`src/rtl/tileram_arbiter.sv`:
```
// rtl/tileram_arbiter.sv - tile RAM time-multiplexer: two video fetch slots, one CPU slot, one turnaround per 4-cycle group
module tileram_arbiter #(
    parameter int AW        = 13,
    parameter int DW        = 8,
    parameter int CPU_PHASE = 2
) (
    input  logic          CLK_6M,
    input  logic          RST,
    input  logic          CLK_2H,
    input  logic [AW-1:0] VA,
    input  logic          CS,
    input  logic          WE,
    input  logic [AW-1:0] CA,
    input  logic [DW-1:0] CDI,
    output logic [DW-1:0] CDO,
    output logic          ACK,
    output logic [AW-1:0] RA,
    output logic [DW-1:0] RDO,
    input  logic [DW-1:0] RDI,
    output logic          RWE,
    output logic          ROE,
    output logic [DW-1:0] VCODE,
    output logic [DW-1:0] VATTR,
    output logic          VVALID
);

    typedef enum logic [1:0] {IDLE, PEND, ACCESS, DONE} state_t;

    localparam logic [1:0] CPU_SLOT = 2'(CPU_PHASE);

    state_t        state_q;
    logic [1:0]    phase_q, phase_d;
    logic          prev_2h_q;
    logic [AW-1:0] ca_q, ra_q, ra_d;
    logic [DW-1:0] cd_q, rdo_q, rdo_d;
    logic          we_q;
    logic [DW-1:0] cdo_q, vcode_q, vattr_q;
    logic          ack_q, vvalid_q;
    logic          rwe_d, roe_d;

    // Entry address low bit is replaced by the code/attribute select.
    logic unused_va0;
    assign unused_va0 = VA[0];

    // A CLK_2H rising edge marks the current cycle as phase 0.
    always_comb begin
        phase_d = phase_q + 2'd1;
        if (CLK_2H && !prev_2h_q) begin
            phase_d = 2'd1;
        end
    end

    // RA/RDO hold through turnaround cycles so the address never glitches around a write.
    always_comb begin
        ra_d  = ra_q;
        rdo_d = rdo_q;
        rwe_d = 1'b1;
        roe_d = 1'b1;
        if (!phase_q[1]) begin
            ra_d  = {VA[AW-1:1], phase_q[0]};
            roe_d = 1'b0;
        end else if (state_q == ACCESS) begin
            ra_d = ca_q;
            if (we_q) begin
                rdo_d = cd_q;
                rwe_d = 1'b0;
            end else begin
                roe_d = 1'b0;
            end
        end
    end

    always_ff @(posedge CLK_6M or posedge RST) begin
        if (RST) begin
            state_q   <= IDLE;
            phase_q   <= 2'd0;
            prev_2h_q <= 1'b0;
            ca_q      <= '0;
            cd_q      <= '0;
            we_q      <= 1'b0;
            ra_q      <= '0;
            rdo_q     <= '0;
            cdo_q     <= '0;
            vcode_q   <= '0;
            vattr_q   <= '0;
            ack_q     <= 1'b0;
            vvalid_q  <= 1'b0;
        end else begin
            prev_2h_q <= CLK_2H;
            phase_q   <= phase_d;
            ra_q      <= ra_d;
            rdo_q     <= rdo_d;
            ack_q     <= (state_q == ACCESS);
            vvalid_q  <= (phase_q == 2'd1);
            if (phase_q == 2'd0) begin
                vcode_q <= RDI;
            end
            if (phase_q == 2'd1) begin
                vattr_q <= RDI;
            end
            case (state_q)
                IDLE: begin
                    if (CS) begin
                        ca_q    <= CA;
                        cd_q    <= CDI;
                        we_q    <= WE;
                        state_q <= (phase_d == CPU_SLOT) ? ACCESS : PEND;
                    end
                end
                PEND: begin
                    if (phase_d == CPU_SLOT) begin
                        state_q <= ACCESS;
                    end
                end
                ACCESS: begin
                    if (!we_q) begin
                        cdo_q <= RDI;
                    end
                    state_q <= DONE;
                end
                DONE: begin
                    state_q <= IDLE;
                end
                default: begin
                    state_q <= IDLE;
                end
            endcase
        end
    end

    // Reset forces the strobes inactive immediately, aborting any write in flight.
    assign RA     = RST ? '0 : ra_d;
    assign RDO    = RST ? '0 : rdo_d;
    assign RWE    = RST | rwe_d;
    assign ROE    = RST | roe_d;
    assign CDO    = cdo_q;
    assign ACK    = ack_q;
    assign VCODE  = vcode_q;
    assign VATTR  = vattr_q;
    assign VVALID = vvalid_q;

endmodule

```
`config.mk`:
```
export PLATFORM = sky130hd
export DESIGN_NAME = tileram_arbiter
export DESIGN_NICKNAME = d
export VERILOG_FILES = /design/src/rtl/tileram_arbiter.sv
export SDC_FILE = /design/constraint.sdc
export NUM_CORES = 1
export LEC_CHECK = 0
export BUFFER_PORTS_ARGS = -buffer_cell sky130_fd_sc_hd__buf_2
export CORE_MARGIN = 2
export CORE_UTILIZATION = 30
export CTS_CLUSTER_DIAMETER = 120
export CTS_CLUSTER_SIZE = 8
export DETAILED_ROUTE_END_ITERATION = 10
export GPL_TIMING_DRIVEN = 0
export PLACE_DENSITY_LB_ADDON = 0.05
export REMOVE_ABC_BUFFERS = 1
export SYNTH_ARGS = -nofsm -noshare
export SYNTH_HDL_FRONTEND = slang
export SYNTH_SLANG_ARGS = --single-unit
```
`constraint.sdc`:
```
create_clock -name CLK_6M -period 4.2 [get_ports CLK_6M]
set_clock_uncertainty 0.05 [all_clocks]
set_input_delay 0.63 -clock CLK_6M [delete_from_list [all_inputs] [get_ports CLK_6M]]
set_output_delay 0.63 -clock CLK_6M [all_outputs]
set_load 0.01 [all_outputs]
```
==> reports/qor.txt <==
status: complete, no violations
largest net degree at the start of global routing: 53
routed len/inst: 14.0 um
commonest non-fill, non-tap cell in the layout: buf_2
post-place instance area: 3740 um2
proportion of layout cells with a drive suffix above 1: 50.8%
CP Class: reg -> out
Detail Route Antenna Nets: 0
Yosys warnings: 0
MaxCap Viol Count: 0
Max Freq: 312 MHz
HP Class: in -> async
TritonCTS Buffers: 9
number of port buffers: 94
PD cells: 748 nW/um2
dpl cells: 453
met3 global-route usage: 3.80%
chip height: 106 um
H-tree Lvls: 3
Period minus WS final: 3.20 ns
Slew HR: 31.9%
DRC: 0
DP HPWL: 4.33 mm
Worst-path clk slew: 0.07 ns
GR peak layer: met2
critical path startpoint: phase_q[1]
CTS tree: yes
Final Routed Wirelength: 6.54 mm
vias in the first global route: 2160
crit path capture type: primary output
RSZ-0062 raised after global routing: false
Worst EP required: 3.52 ns
Slew @ Worst Pin: 1.02 ns
number of failing hold endpoints at the final stage: 0
clk root buf: clkbuf_8
1st-iter DRT viols: 62
total gr overflow: 0
FF-to-FF setup slack: 1.74 ns
initial antenna violation count: 0
Seq/Total Area, Yosys: 58.8%
Final nets: 381
CTS sink cnt: 74
R2R Path Start: phase_q[1]
Die Width: 106 um
site row count: 37
most frequent cells in the layout: 94 x buf_2, 74 x dfrtp_1, 54 x mux2_2
startpoint types: register
cells after synthesis: 234
LEAKAGE: 1.88 nW
Worst Path Max Fanout: 29
#FFs+latches synth: 74
initial core utilization: 30.8%
register area: 1850 um2
Worst-Skew Late Latency: 0.34 ns
CTS Buffer Depth: 2
finished layout cell area: 3980 um2
Final GP Congestion: 0.666
global-route wire length before repair: 10.8 mm
Worst VDD drop: 268 uV
CTS Hold Bufs: 0
Slew Viols, Final: 0
post-synthesis average cell area: 13.4 um2
grt met2 use: 19.3%
R2R depth: 5
count of cell types in the netlist: 25
Multi-input gate area: 1200 um2
Final Power: 2.98 mW
cell taking the most area after synthesis: dfrtp_1
synthesis-to-layout area growth: 26.6%
CORE AREA: 10200 um2
Final Instance Count excl. Fillers: 469
# IOs: 96
# diodes: 0
share of the synthesized area in the top cell type: 58.8%
post-CTS resize count: 0
vias: 2085
Tcrit/Tclk final: 76.3%
Final setup viols: 0
Post-Synthesis Cell Area: 3150 um2
via density per instance: 4.45
Pre-antenna DRT Iters: 2
met1 usage: 16.1%
GRT Total Usage: 12.4%
Fillers: 1012
ranking of synthesized cells by area: dfrtp_1 59%, mux2_2 19%, and2_1 4.4%
setup bufs post-CTS: 0
capturing point of the worst reg2reg path: state_q[1]
Die ar.: 11300 um2
crit path DAT: 2.52 ns
registers in the layout, indices dropped and copies added, names as in the netlist:
signal	cells
phase_q	2
cd_q	8
prev_2h_q	1
ca_q	13
VATTR	8
we_q	1
state_q	2
VVALID	1
CDO	8
VCODE	8
rdo_q	8
ACK	1
ra_q	13
Yosys cell counts:
cell,n
nor4_1,2
clkbuf_1,4
nand2_2,1
buf_2,4
inv_1,6
nand2_1,5
nor2_1,13
nor2b_2,1
o32ai_1,2
mux2_2,54
buf_8,1
o211ai_1,1
nor3_1,1
and2_1,22
nand3_2,1
dfrtp_1,74
ha_1,6
buf_4,3
or2b_1,1
or4_1,1
nor4b_1,1
a31oi_1,1
a21oi_1,13
nand2b_1,3
mux2i_1,13
critical path: stages, from the launching register on:
cell and delay (ns):
dfrtp_1 1.02, nand3_2 0.46, mux2_2 0.41, and2_1 0.16, buf_2 0.13
worst max path at each step:
stage	to	slack, ns	cells past startpoint
after floorplan	RA[0]	0.79	2
after global placement	RDO[1]	-0.31	4
after detailed placement	RDO[1]	1.31	4
after CTS	RDO[2]	0.92	4
after global routing	RDO[5]	0.76	4
final	RDO[5]	1.0	4
area by class of cell:
type,count,share of cell area [%]
clock buffer,12,4.15
inverter,6,0.628
clock inverter,4,1.82
tap,136,4.27
timing repair buffer,95,12.5
multi-input combinational,142,30.1
sequential,74,46.5
stage by stage:
stage / hold WS (ns) / utilization [%] / setup slack, ns / TNS (ns)
2_1_floorplan: 0.415 / - / 0.789 / 0
3_3_place_gp: 0.426 / 36.3 / -0.315 / -5.97
3_5_place_dp: 0.434 / 36.6 / 1.31 / 0
4_1_cts: 0.289 / 38.9 / 0.917 / 0
5_1_grt: 0.310 / 38.9 / 0.755 / 0
6_report: 0.291 / 38.9 / 0.997 / 0
layer usage:
layer / part of all wire [%] / vias to the layer above
li1: - / 994
met1: 47 / 1027
met2: 46 / 56
met3: 5.5 / 8
met4: 1.4 / 0
met5: 0 / -
cells by family (layout without fill, tap and decap cells):
kind of cell / count (synthesis) / after routing / synth area share, %
DFF: 74 / 74 / 58.8
muxes: 67 / 67 / 23.5
and+or+nand+nor: 52 / 52 / 9.23
buffers and inverters: 18 / 117 / 3.02
AOI/OAI and AO/OA: 17 / 17 / 3.06
adders and majority gates: 6 / 6 / 2.39
report_power, final:
group | internal (mW) | total, mW | switching (mW)
Combinational | 0.581 | 1.10 | 0.516
Clock | 0.382 | 0.644 | 0.262
Sequential | 1.06 | 1.24 | 0.177
Total | 2.03 | 2.98 | 0.954
(Power assumes the default switching activity.)
